===== src/rtl/cnt_seq_ctrl_pkg.sv =====
// Shared definitions for the step-counter sequencer.
// Holds the FSM state encodings and small state-decode helpers.
package cnt_ctrl_pkg;

    // FSM state width and encodings (also driven out on po_state)
    localparam int ST_W = 2;

    localparam logic [ST_W-1:0] ST_IDLE = 2'd0;
    localparam logic [ST_W-1:0] ST_RUN  = 2'd1;
    localparam logic [ST_W-1:0] ST_HOLD = 2'd2;
    localparam logic [ST_W-1:0] ST_DONE = 2'd3;

    // A run is in progress (counting or paused)
    function automatic logic st_busy(input logic [ST_W-1:0] st);
        return (st == ST_RUN) || (st == ST_HOLD);
    endfunction

    // States in which a start pulse is accepted
    function automatic logic st_armable(input logic [ST_W-1:0] st);
        return (st == ST_IDLE) || (st == ST_DONE);
    endfunction

endpackage


===== src/rtl/tick_div.sv =====
// Prescaler for the step counter: emits one tick every DIV enabled clocks.
// Ports: clk, rst (async, active-high), en (advance), clr (restart at 0),
//        tick (high in the enabled cycle whose edge completes a DIV period).
module tick_div #(
    parameter int DIV   = 5,
    parameter int DIV_W = 3
) (
    input  logic clk,
    input  logic rst,
    input  logic en,
    input  logic clr,
    output logic tick
);

    localparam logic [DIV_W-1:0] LAST = DIV_W'(DIV - 1);

    logic [DIV_W-1:0] pre_q;
    logic [DIV_W-1:0] pre_d;
    logic             at_last;

    assign at_last = (pre_q == LAST);

    // Tick is only meaningful while enabled; a frozen prescaler never ticks.
    assign tick = en && at_last;

    always_comb begin
        pre_d = pre_q;
        if (clr) begin
            pre_d = '0;
        end else if (en) begin
            pre_d = at_last ? '0 : pre_q + DIV_W'(1);
        end
    end

    always_ff @(posedge clk or posedge rst) begin
        if (rst) begin
            pre_q <= '0;
        end else begin
            pre_q <= pre_d;
        end
    end

endmodule


===== src/rtl/cnt_seq_ctrl.sv =====
// Sequencer for the step counter: start/pause/stop/reload with prescaled
// stepping and a one-clock completion pulse.
// Ports:
//   clk, rst            clock, async active-high reset
//   pi_start/pi_stop    start pulse (IDLE/DONE only), abort to IDLE
//   pi_pause            level, freezes the run while high
//   pi_dir/pi_auto      count direction, auto-reload; latched at start
//   pi_limit            terminal value, latched at start
//   po_cnt/po_busy      current count, RUN or HOLD
//   po_done/po_state    terminal pulse, FSM state
module cnt_seq_ctrl
    import cnt_ctrl_pkg::*;
#(
    parameter int CNT_W = 4,
    parameter int DIV   = 5,
    parameter int DIV_W = 3
) (
    input  logic             clk,
    input  logic             rst,
    input  logic             pi_start,
    input  logic             pi_stop,
    input  logic             pi_pause,
    input  logic             pi_dir,
    input  logic             pi_auto,
    input  logic [CNT_W-1:0] pi_limit,
    output logic [CNT_W-1:0] po_cnt,
    output logic             po_busy,
    output logic             po_done,
    output logic [ST_W-1:0]  po_state
);

    logic [ST_W-1:0]  state_q, state_d;
    logic [CNT_W-1:0] cnt_q,   cnt_d;
    logic [CNT_W-1:0] lim_q,   lim_d;
    logic             dir_q,   dir_d;
    logic             auto_q,  auto_d;
    logic             done_q,  done_d;
    logic             busy_q,  busy_d;

    logic             start_acc;
    logic             advance;
    logic             tick;
    logic [CNT_W-1:0] term;
    logic [CNT_W-1:0] reload;

    // Start only counts when armable and not overridden by stop.
    assign start_acc = pi_start && !pi_stop && st_armable(state_q);

    // The run advances in RUN, and also on the edge leaving HOLD, so a
    // pause of N clocks delays the next step by exactly N clocks.
    assign advance = !pi_stop && st_busy(state_q) && !pi_pause;

    assign term   = dir_q ? '0 : lim_q;
    assign reload = dir_q ? lim_q : '0;

    tick_div #(
        .DIV   (DIV),
        .DIV_W (DIV_W)
    ) u_div (
        .clk  (clk),
        .rst  (rst),
        .en   (advance),
        .clr  (pi_stop || start_acc),
        .tick (tick)
    );

    always_comb begin
        state_d = state_q;
        cnt_d   = cnt_q;
        lim_d   = lim_q;
        dir_d   = dir_q;
        auto_d  = auto_q;
        done_d  = 1'b0;

        if (pi_stop) begin
            state_d = ST_IDLE;
            cnt_d   = '0;
        end else begin
            unique case (state_q)
                ST_IDLE, ST_DONE: begin
                    if (pi_start) begin
                        state_d = ST_RUN;
                        lim_d   = pi_limit;
                        dir_d   = pi_dir;
                        auto_d  = pi_auto;
                        cnt_d   = pi_dir ? pi_limit : '0;
                    end
                end
                ST_RUN, ST_HOLD: begin
                    if (pi_pause) begin
                        state_d = ST_HOLD;
                    end else begin
                        state_d = ST_RUN;
                        if (tick) begin
                            if (cnt_q == term) begin
                                done_d = 1'b1;
                                if (auto_q) begin
                                    cnt_d = reload;
                                end else begin
                                    state_d = ST_DONE;
                                end
                            end else if (dir_q) begin
                                cnt_d = cnt_q - CNT_W'(1);
                            end else begin
                                cnt_d = cnt_q + CNT_W'(1);
                            end
                        end
                    end
                end
                default: begin
                    state_d = ST_IDLE;
                    cnt_d   = '0;
                end
            endcase
        end

        busy_d = st_busy(state_d);
    end

    always_ff @(posedge clk or posedge rst) begin
        if (rst) begin
            state_q <= ST_IDLE;
            cnt_q   <= '0;
            lim_q   <= '0;
            dir_q   <= 1'b0;
            auto_q  <= 1'b0;
            done_q  <= 1'b0;
            busy_q  <= 1'b0;
        end else begin
            state_q <= state_d;
            cnt_q   <= cnt_d;
            lim_q   <= lim_d;
            dir_q   <= dir_d;
            auto_q  <= auto_d;
            done_q  <= done_d;
            busy_q  <= busy_d;
        end
    end

    assign po_cnt   = cnt_q;
    assign po_busy  = busy_q;
    assign po_done  = done_q;
    assign po_state = state_q;

endmodule

===== config.mk =====
export PLATFORM = sky130hd
export DESIGN_NAME = cnt_seq_ctrl
export DESIGN_NICKNAME = d
export VERILOG_FILES = /design/src/rtl/cnt_seq_ctrl_pkg.sv /design/src/rtl/tick_div.sv /design/src/rtl/cnt_seq_ctrl.sv
export SDC_FILE = /design/constraint.sdc
export NUM_CORES = 1
export LEC_CHECK = 0
export ABC_CLOCK_PERIOD_IN_PS = 1900
export CORE_MARGIN = 2
export CORE_UTILIZATION = 50
export DETAILED_ROUTE_END_ITERATION = 8
export HOLD_SLACK_MARGIN = 0.08
export PLACE_DENSITY = 0.86
export SYNTH_ARGS = -nofsm -noshare
export SYNTH_HDL_FRONTEND = slang
export SYNTH_SLANG_ARGS = --single-unit

===== constraint.sdc =====
create_clock -name clk -period 1.9 [get_ports clk]
set_clock_uncertainty 0.05 [all_clocks]
set_input_delay 0.38 -clock clk [delete_from_list [all_inputs] [get_ports clk]]
set_output_delay 0.38 -clock clk [all_outputs]
set_load 0.1 [all_outputs]

Word-level counts from Yosys, hierarchy flattened
Cells that the tools add are included.

word-level totals
  ROM bits = 0
  bits in latches = 0
  RAM bits = 0
  register bits after elaboration = 17
  logic and storage cells = 66
  output and inout port bits = 8
  input port bits = 11
  memories = 0

operators by class
  divide/modulo/power cells = 0
  shift-type cells = 0
  add/sub/neg operators = 3
  reduce and logical (&&, ||, !) cells = 17
  multiplexer cells = 26
  $lt $le $gt $ge = 0
  multipliers = 0
  bitwise operators = 1
  equal/unequal tests = 11

operator list
  kind                                                                   number
  4-bit 2-to-1 mux                                                       10
  2-bit 2-to-1 mux                                                       6
  3-bit 2-to-1 mux                                                       3
  3-bit inequality test, second input constant                           3
  4-bit case mux with 2 select lines                                     1
  2-bit equality test, second input constant                             3
  1-bit logical AND                                                      5
  1-bit 2-to-1 mux                                                       5
  4-bit by 1-bit adder with 4-bit output, second input constant          1
  2-bit by 1-bit equality test with 1-bit output, second input constant  2
  4-bit equality test                                                    1
  1-bit logical OR                                                       4
  4-bit inequality test, second input constant                           1
  2-bit case mux with 2 select lines                                     1
  4-bit AND reduction                                                    1
  2-bit OR reduction                                                     2
  4-bit by 1-bit subtractor with 4-bit output, second input constant     1
  3-bit by 1-bit adder with 3-bit output, second input constant          1
  3-bit equality test, second input constant                             1
  3-bit AND reduction                                                    1
  1-bit zero test                                                        2
  2-bit zero test                                                        1
  2-bit nonzero test                                                     1
  1-bit inverter                                                         1

Longest topological paths before layout
Gate-level depths: netlist of the first run.

  depth in word-level cells = 11
  gate-level depth with buffers = 7
  depth with buffers taken out = 7

Hierarchy
From an unflattened synthesis of the first run, not the netlist that was laid out.

unflattened totals
  cell total of the unflattened synthesis = 118
  area, all modules = 1141.1 sq um

modules (own cells, without submodules)
  module        area each (sq um)  cells each  instances  sequential area each (sq um)
  cnt_seq_ctrl  963.4              100         1          350.3
  tick_div      177.7              18          1          75.1

Least setup slack after synthesis of the first run
No wires, ideal clock.

  path type = register to register
  start = reg cnt_q[0] (netlist: po_cnt[0])
  end = reg cnt_q[3] (netlist: po_cnt[3])
  setup time = 122 ps
  slack = -376 ps
  period minus slack after synthesis = 2276 ps
  buffers on the path = 0
  data arrival time = 2104 ps
  stages on the path, launching flop included = 6
  cell sequence = dfrtp_1 xor2_1 o22ai_2 o22a_4 a21o_4 a22o_1

on the way
  cells in the longest elaborated chain, start to end = 7
  elaborated cells between the ends (all ways) = 11
  those cells by class = add/sub (2); eq/ne (2); mux (6); reduce/logical (1)

ends and longest elaborated chain
  item                                                                                                   line                                      RTL
  start, declared                                                                                        cnt_seq_ctrl.sv:33                        logic [CNT_W-1:0] cnt_q, cnt_d;
  start signal, assigned                                                                                 cnt_seq_ctrl.sv:131                       cnt_q <= cnt_d;
  4-bit by 1-bit adder with 4-bit output or 4-bit by 1-bit subtractor with 4-bit output (tied branches)  cnt_seq_ctrl.sv:105, cnt_seq_ctrl.sv:103
  4-bit 2-to-1 mux                                                                                       cnt_seq_ctrl.sv:102                       end else if (dir_q) begin
  4-bit 2-to-1 mux                                                                                       cnt_seq_ctrl.sv:95                        if (cnt_q == term) begin
  4-bit 2-to-1 mux                                                                                       cnt_seq_ctrl.sv:94                        if (tick) begin
  4-bit 2-to-1 mux                                                                                       cnt_seq_ctrl.sv:90                        if (pi_pause) begin
  4-bit case mux with 2 select lines                                                                     cnt_seq_ctrl.sv:79                        unique case (state_q)
  4-bit 2-to-1 mux                                                                                       cnt_seq_ctrl.sv:75                        if (pi_stop) begin

Several ways; a longest one is shown, not always the timed one. The select of a mux whose other input is x is not followed.
A chain may end at the register's enable or synchronous reset.

Worst setup path after layout of the first run
  start = reg state_q[1] (netlist: po_state[1])
  end = reg cnt_q[2] (netlist: po_cnt[2])

on the way
  cells in the longest elaborated chain, start to end = 7
  elaborated cells between the ends (all ways) = 17
  those cells by class = eq/ne (7); mux (2); reduce/logical (8)

ends and longest elaborated chain
  item                                                                                   line                                        RTL
  start, declared                                                                        cnt_seq_ctrl.sv:32                          logic [ST_W-1:0] state_q, state_d;
  start signal, assigned                                                                 cnt_seq_ctrl.sv:130                         state_q <= state_d;
  2-bit by 1-bit equality test with 1-bit output or 2-bit equality test (tied branches)  cnt_seq_ctrl_pkg.sv:15, cnt_seq_ctrl.sv:79
  1-bit logical OR                                                                       cnt_seq_ctrl_pkg.sv:15                      return (st == ST_RUN) || (st == ST_HOLD);
  1-bit logical AND (2 in series)                                                        cnt_seq_ctrl.sv:51                          assign advance = !pi_stop && st_busy(state_q) && !pi_pause;
  1-bit logical AND                                                                      tick_div.sv:24                              assign tick = en && at_last;
  3-bit inequality test (no line)                                                        -
  4-bit AND reduction (no line)                                                          -

Several ways; a longest one is shown, not always the timed one.

==> impl_summary.txt, run 1 <==
----------------------------------------------------
[Global routing]
  Residual overflow from global routing ... 0
  Number of antenna violations at the first check in global routing ... 0
  Largest net degree at the start of global routing ... 18
  Vias in the first global route ... 1041
  Global-route usage over all layers ... 0.226
  Wire length of the first global-routing pass ... 4570 um

[Layout]
  Net total in the final layout ... 167
  Post-layout utilization of the core ... 0.721
  ANT cells ... 0
  Fill count ... 164
  Share of final-layout standard cells stronger than drive strength 1 ... 0.273
  Area Overhead vs Synth ... 35.7%

[Timing]
  Setup TNS ... 0 ps
  Crit share post-route ... 0.959
  Min Tclk post-route ... 1820 ps
  Tightest slew margin relative to the limit ... 0.764
  Number of max-slew violations in the final report ... 0
  Pin slew with the least headroom to its limit ... 351 ps
  Final setup vio count ... 0
  Maximum achievable frequency ... 0.549 GHz
  Final count of hold timing violations ... 0
  Unrepaired setup endpoints after global routing ... false

[Detailed routing]
  Count of vias placed by the detailed router ... 1042
  Initial DRC Count ... 21
  Total Wirelength ... 2710 um
  Routed wire length per instance ... 15.2 um
  Number of nets with antenna violations after detailed routing ... 0
  Drt drc ... 0
  First drt pass iteration count ... 5
  Drt via density ... 5.85

[Setup path]
  Data required time of the critical path ... 2090 ps
  Capture point of the worst reg-to-reg path ... po_cnt[2]
  Kind of critical path ... reg2reg
  Critical path launch point ... po_state[1]
  Type of element launching the critical path ... flip-flop
  Critical Path End Type ... flip-flop
  Biggest fanout along the worst timing path ... 5
  Worst endpoint data arrival time ... 2010 ps
  R2R depth ... 5
  Reg-to-Reg Start ... po_state[1]
  Setup slack of the worst register-to-register path ... 80 ps

[Placed design]
  Count of buffers inserted at the top-level ports ... 18
  Total half-perimeter wirelength after legalization and detailed placement ... 2050 um
  RD Place Congestion ... 0.891

[Logic synthesis]
  Proportion of register bits with asynchronous set or reset after synthesis ... 1.00
  Sequential element share of the synthesized area ... 0.362
  Most used DFF post-synth ... sky130_fd_sc_hd__dfrtp_1
  Synthesized area per cell ... 9.96 um^2
  Cells after Synth ... 118
  Post-synthesis cell type with the largest combined area ... sky130_fd_sc_hd__dfrtp_1
  Net Count, Synth ... 134
  Area fraction of the dominant cell type after synthesis ... 0.362
  Syn. warnings ... 0
  Most frequently used cell type in the post-synthesis netlist ... sky130_fd_sc_hd__dfrtp_1
  Top cells by instance count after synthesis ... 17 x sky130_fd_sc_hd__dfrtp_1, 11 x sky130_fd_sc_hd__a21oi_1, 8 x sky130_fd_sc_hd__nand2_1
  Area contributors post-synth ... sky130_fd_sc_hd__dfrtp_1 36%, sky130_fd_sc_hd__mux2_1 5.8%, sky130_fd_sc_hd__a21oi_1 4.7%, sky130_fd_sc_hd__ha_1 4.3%, sky130_fd_sc_hd__nand3_1 3.0%
  Synthesized cell area ... 1170 um^2
  Number of enable flip-flop cells after synthesis ... 0
  Post-synthesis register bit count ... 17
  Synth unique cells ... 37

[Floorplanning]
  Die Height ... 52.5 um
  Effective utilization at floorplan ... 0.531
  Boundary pin count ... 19
  Core area ... 2210 um^2
  Standard-cell row count ... 17
  Die outline area ... 2750 um^2
  DIE WIDTH ... 52.5 um

[Clock tree]
  Number of buffers added by the clock tree synthesis step ... 3
  Clock root buffer ... sky130_fd_sc_hd__clkbuf_4
  Max H-tree Level ... 1
  TritonCTS Sinks ... 17
  Insertion delay of the later-clocked pin in the worst-skew pair ... 300 ps
  Worst-path clk slew ... 100 ps
  Max clock buf depth ... 2
  CTS Hold Buffers Added ... 0
  Clock tree from TritonCTS ... built

[Power]
  Cell area power density ... 999 nW/um^2
  Maximum resistive drop on vdd ... 0.808 mV
  Cell leakage power ... 0.670 nW

[Status]
  Run status ... complete, no violations

[Job]
  Max cap viols ... 0

[Hold path]
  Tightest Hold Check Type ... in2async

----------------------------------------------------
==> metal layers <==
layer	vias up	track usage	part of all wire
met3	11	0.0314	0.042
met1	492	0.289	0.44
li1	506	-	-
met2	33	0.365	0.48
met4	0	0.128	0.029
met5	-	0	0
==> critical path: stages, from the launching register on <==
cell                       delay, ps
sky130_fd_sc_hd__dfrtp_4         540
sky130_fd_sc_hd__xor2_1          340
sky130_fd_sc_hd__nand2b_1        130
sky130_fd_sc_hd__a221o_1         360
sky130_fd_sc_hd__a21oi_1         190
sky130_fd_sc_hd__a22o_1          160
==> placed cells by master, fill, tap and decap left out, types with 3 or more instances in the layout <==
cell / count
sky130_fd_sc_hd__mux2_1: 6
sky130_fd_sc_hd__inv_1: 7
sky130_fd_sc_hd__nand3b_1: 4
sky130_fd_sc_hd__nand3_1: 7
sky130_fd_sc_hd__dfrtp_2: 4
sky130_fd_sc_hd__buf_12: 8
sky130_fd_sc_hd__ha_1: 4
sky130_fd_sc_hd__a21oi_1: 11
sky130_fd_sc_hd__o221ai_1: 4
sky130_fd_sc_hd__dfrtp_1: 10
sky130_fd_sc_hd__nand2_1: 8
sky130_fd_sc_hd__buf_4: 14
sky130_fd_sc_hd__o21ai_0: 3
sky130_fd_sc_hd__xor2_1: 4
sky130_fd_sc_hd__clkbuf_4: 3
sky130_fd_sc_hd__nor2_1: 5
sky130_fd_sc_hd__clkdlybuf4s50_1: 10
sky130_fd_sc_hd__dfrtp_4: 3
==> flip-flops by register name (all words and copies together) (netlist names) <==
register	flops
u_div.pre_q	3
dir_q	1
po_busy	1
po_cnt	4
po_done	1
lim_q	4
auto_q	1
po_state	2
==> worst max path at each step <==
stage                     end  slack, ps  depth (start not counted)
finish              po_cnt[2]         80                          5
CTS                 po_cnt[2]         60                          5
global placement    po_cnt[2]         30                          6
global route        po_cnt[2]          6                          5
detailed placement  po_cnt[2]        -30                          6
floorplan           po_cnt[3]         10                          5
==> stage by stage <==
step | instances | worst slack [ps] | hold slack (ps) | cell area [um^2] | total power, mW
CTS | 178 | 64.6 | 344 | 1590 | 1.59
floorplan | 118 | 9.55 | 256 | 1190 | 1.09
detailed placement | 174 | -31.8 | 498 | 1570 | 1.39
global route | 178 | 5.61 | 390 | 1590 | 1.69
finish | 178 | 77.2 | 335 | 1590 | 1.59
global placement | 174 | 29.1 | 483 | 1570 | 1.36
==> report_power, final <==
| group | leakage [nW] | internal (mW) | total (mW) | switching, mW |
|---|---|---|---|---|
| registers | 0.208 | 0.432 | 0.563 | 0.132 |
| clock network | 0.0177 | 0.0785 | 0.198 | 0.119 |
| logic | 0.444 | 0.371 | 0.831 | 0.460 |
| total | 0.670 | 0.881 | 1.59 | 0.711 |
==> cell families (layout without fill, tap and decap cells) <==
group | after synthesis | count (layout) | share of synthesized area
AOI/OAI and AO/OA | 36 | 36 | 0.240
and+or+nand+nor | 35 | 35 | 0.176
DFF | 17 | 17 | 0.362
buffers and inverters | 11 | 43 | 0.0437
muxes | 8 | 8 | 0.0745
xor gates and xnor gates | 6 | 6 | 0.0447
adders and majority gates | 5 | 5 | 0.0596
==> area by class of cell <==
cell class              count  area, um^2  area share
inverters                   7        26.3      0.0165
clock inverters             1        5.00     0.00314
well taps                  28        35.0      0.0220
multi-input cells          90         698       0.438
repair buffers             32         365       0.229
clock buffers               3        22.5      0.0141
flip-flops and latches     17         442       0.277
==> timing repair <==
| action | CTS | global route |
|---|---|---|
| buffers inserted | 0 | 0 |
| resized for setup | 0 | 1 |
| endpoints found under the setup margin | 0 | 4 |
No activity file was read; power rests on OpenSTA's default activity.
==> inputs of run 2 (changes only) <==
--- a/config.mk
+++ b/config.mk
@@ -5,12 +5,13 @@
 export SDC_FILE = /design/constraint.sdc
 export NUM_CORES = 1
 export LEC_CHECK = 0
-export ABC_CLOCK_PERIOD_IN_PS = 1900
+export ABC_CLOCK_PERIOD_IN_PS = 1800
 export CORE_MARGIN = 2
 export CORE_UTILIZATION = 50
 export DETAILED_ROUTE_END_ITERATION = 8
 export HOLD_SLACK_MARGIN = 0.08
 export PLACE_DENSITY = 0.86
+export SLEW_MARGIN = 20
 export SYNTH_ARGS = -nofsm -noshare
 export SYNTH_HDL_FRONTEND = slang
 export SYNTH_SLANG_ARGS = --single-unit
==> constraint.sdc (replaced) <==
create_clock -name clk -period 1.8 [get_ports clk]
set_clock_uncertainty 0.05 [all_clocks]
set_input_delay 0.36 -clock clk [delete_from_list [all_inputs] [get_ports clk]]
set_output_delay 0.36 -clock clk [all_outputs]
set_load 0.1 [all_outputs]
==> run 2 against run 1 <==
Compared with the run above: power is 7.6% higher; sequential power is 6.4% higher; first-iteration DRC count is 9.5% lower; wire length is 2.5% higher; via count is 0.86% higher; flip-flop and latch count stayed put; cell area is 2.5% higher; register-to-register slack worse by 50 ps; setup slack worse by 51 ps.
==> impl_summary.txt, run 2 (synthesis results as in run 1) <==
----------------------------------------------------
[Hold path]
  Tightest Hold Check Type ... in2async (unchanged)

[Power]
  Seq pwr share ... 0.349 (was 0.354)
  Switching part of the total ... 0.446 (about the same)
  Internal Pwr Total ... 0.949 mW (was 0.881 mW)
  Maximum resistive drop on vdd ... 0.913 mV (was 0.808 mV)
  Share of power burned in the clock network ... 0.123 (was 0.124)
  Combinational Power Share ... 0.528 (was 0.522)
  Cell leakage power ... 0.681 nW (was 0.670 nW)
  Reported net switching power ... 0.765 mW (was 0.711 mW)
  Cell area power density ... 1050 nW/um^2 (was 999 nW/um^2)

[Layout]
  Cell area after layout ... 1630 um^2 (was 1590 um^2)
  ANT cells ... 0 (unchanged)
  Post-layout utilization of the core ... 0.739 (was 0.721)
  Post-Layout Cell Count ... 179 (was 178)
  Combined area of the multi-input logic cells ... 728 um^2 (was 698 um^2)
  Net total in the final layout ... 168 (was 167)
  Share of final-layout standard cells stronger than drive strength 1 ... 0.298 (was 0.273)
  Area Overhead vs Synth ... 39.1% (was 35.7%)
  Fill count ... 157 (was 164)
  Commonest cells after routing, fill and taps aside ... 15 x sky130_fd_sc_hd__buf_4, 10 x sky130_fd_sc_hd__a21oi_1, 10 x sky130_fd_sc_hd__dfrtp_1, 10 x sky130_fd_sc_hd__clkdlybuf4s50_1 (was 14 x sky130_fd_sc_hd__buf_4, 11 x sky130_fd_sc_hd__a21oi_1, 10 x sky130_fd_sc_hd__dfrtp_1, 10 x sky130_fd_sc_hd__clkdlybuf4s50_1)
  Area taken by flip-flops and latches ... 444 um^2 (was 442 um^2)
  Most common cell after layout, fill and taps aside ... sky130_fd_sc_hd__buf_4 (unchanged)

[Detailed routing]
  First drt pass iteration count ... 4 (was 5)
  Total Wirelength ... 2780 um (was 2710 um)
  Drt via density ... 5.87 (was 5.85)
  Routed wire length per instance ... 15.5 um (was 15.2 um)
  Initial DRC Count ... 19 (was 21)
  Number of nets with antenna violations after detailed routing ... 0 (unchanged)
  Count of vias placed by the detailed router ... 1051 (was 1042)
  Drt drc ... 0 (unchanged)

[Floorplanning]
  Standard-cell row count ... 17 (unchanged)
  Die Height ... 52.5 um (unchanged)
  Effective utilization at floorplan ... 0.531 (unchanged)
  Die outline area ... 2750 um^2 (unchanged)
  DIE WIDTH ... 52.5 um (unchanged)
  Core area ... 2210 um^2 (unchanged)
  Boundary pin count ... 19 (unchanged)

[Placed design]
  Total half-perimeter wirelength after legalization and detailed placement ... 2100 um (was 2050 um)
  Placed inst area ... 1580 um^2 (was 1570 um^2)
  Placed cells ... 175 (was 174)
  Placement Setup Slack ... -120 ps (was -31.8 ps)
  RD Place Congestion ... 0.875 (was 0.891)
  Count of buffers inserted at the top-level ports ... 18 (unchanged)

[Timing]
  Maximum achievable frequency ... 0.564 GHz (was 0.549 GHz)
  Tightest slew margin relative to the limit ... 0.782 (was 0.764)
  Min Tclk post-route ... 1770 ps (was 1820 ps)
  Final setup slack of the worst path ... 26.3 ps (was 77.2 ps)
  Pin slew with the least headroom to its limit ... 327 ps (was 351 ps)
  Final setup vio count ... 0 (unchanged)
  Crit share post-route ... 0.985 (was 0.959)
  Number of max-slew violations in the final report ... 0 (unchanged)
  Unrepaired setup endpoints after global routing ... true (was false)
  Setup TNS ... 0 ps (unchanged)
  Final count of hold timing violations ... 0 (unchanged)

[Global routing]
  Wire length of the first global-routing pass ... 4460 um (was 4570 um)
  Number of antenna violations at the first check in global routing ... 0 (unchanged)
  Residual overflow from global routing ... 0 (unchanged)
  Vias in the first global route ... 1000 (was 1041)
  Global-route usage over all layers ... 0.225 (was 0.226)
  Largest net degree at the start of global routing ... 18 (unchanged)

[Clock tree]
  Clock tree from TritonCTS ... built (unchanged)
  Count of instances resized after the clock tree is built ... 0 (unchanged)
  Number of buffers added by the clock tree synthesis step ... 3 (unchanged)
  Max clock buf depth ... 2 (unchanged)
  Number of setup buffers added after CTS ... 0 (unchanged)
  Max H-tree Level ... 1 (unchanged)
  Clock root buffer ... sky130_fd_sc_hd__clkbuf_4 (unchanged)
  TritonCTS Sinks ... 17 (unchanged)
  Insertion delay of the later-clocked pin in the worst-skew pair ... 300 ps (about the same)
  CTS Hold Buffers Added ... 0 (unchanged)
  Worst-path clk slew ... 110 ps (was 100 ps)

[Setup path]
  Critical Path End Type ... flip-flop (unchanged)
  Worst endpoint data arrival time ... 1920 ps (was 2010 ps)
  Data required time of the critical path ... 1950 ps (was 2090 ps)
  Kind of critical path ... reg2reg (unchanged)
  Biggest fanout along the worst timing path ... 7 (was 5)
  Type of element launching the critical path ... flip-flop (unchanged)

[Status]
  Run status ... complete, no violations (unchanged)

[Job]
  Max cap viols ... 0 (unchanged)

----------------------------------------------------
-- run 2: changes by cell type in the layout (fill, tap and decap cells not counted), sizes merged --
cell,before,now
buf,22,23
-- run 2: final timing paths --
kind                       cells past startpoint        endpoint            from  slack, ps
hold reg to reg                                2  u_div.pre_q[1]  u_div.pre_q[1]        530
max in group asynchronous                      3       po_cnt[0]             rst       1160
min in group clk                               2  u_div.pre_q[1]  u_div.pre_q[1]        530
setup reg to reg                               5       po_cnt[3]       po_cnt[0]         30
setup / recovery                               5       po_cnt[3]       po_cnt[0]         30
hold / removal                                 3  u_div.pre_q[1]             rst        330
-- run 2: critical path, stage by stage (launching register included) --
cell                      delay, ps
sky130_fd_sc_hd__dfrtp_4        560
sky130_fd_sc_hd__xor2_1         190
sky130_fd_sc_hd__o22ai_2        140
sky130_fd_sc_hd__o22a_4         280
sky130_fd_sc_hd__a21o_4         230
sky130_fd_sc_hd__a22o_1         230
-- run 2: layout make-up --
class                      instances  share of cell area
multi-input combinational         90               0.446
sequential                        17               0.272
timing repair buffer              33               0.228
tap                               28              0.0214
inverter                           7              0.0161
clock buffer                       3              0.0138
clock inverter                     1             0.00306
-- run 2: per-stage QoR --
stage	hold WS, ps	power, mW
finish	327	1.71
global route	361	1.80
CTS	333	1.69
detailed placement	504	1.48
global placement	483	1.45
floorplan	236	1.16
-- run 2: power groups by stage --
stage	combinational [mW]	clock (mW)	sequential [mW]
floorplan	0.416	0	0.740
global route	0.963	0.227	0.611
finish	0.905	0.210	0.599
detailed placement	0.883	0	0.597
global placement	0.861	0	0.587
CTS	0.889	0.214	0.589
-- run 2: metal layers --
metal	global-route usage	vias to the layer above	share of wire
li1	-	507	-
met1	0.293	503	0.43
met2	0.369	35	0.49
met3	0.0286	6	0.048
met4	0.107	0	0.022
met5	0	-	0
==> inputs of run 3 (changes only) <==
--- a/config.mk
+++ b/config.mk
@@ -11,7 +11,6 @@
 export DETAILED_ROUTE_END_ITERATION = 8
 export HOLD_SLACK_MARGIN = 0.08
 export PLACE_DENSITY = 0.86
-export SLEW_MARGIN = 20
 export SYNTH_ARGS = -nofsm -noshare
 export SYNTH_HDL_FRONTEND = slang
 export SYNTH_SLANG_ARGS = --single-unit
==> results of run 3 <==
Same layout as run 2: the final DEF is identical, and so are final timing and power.
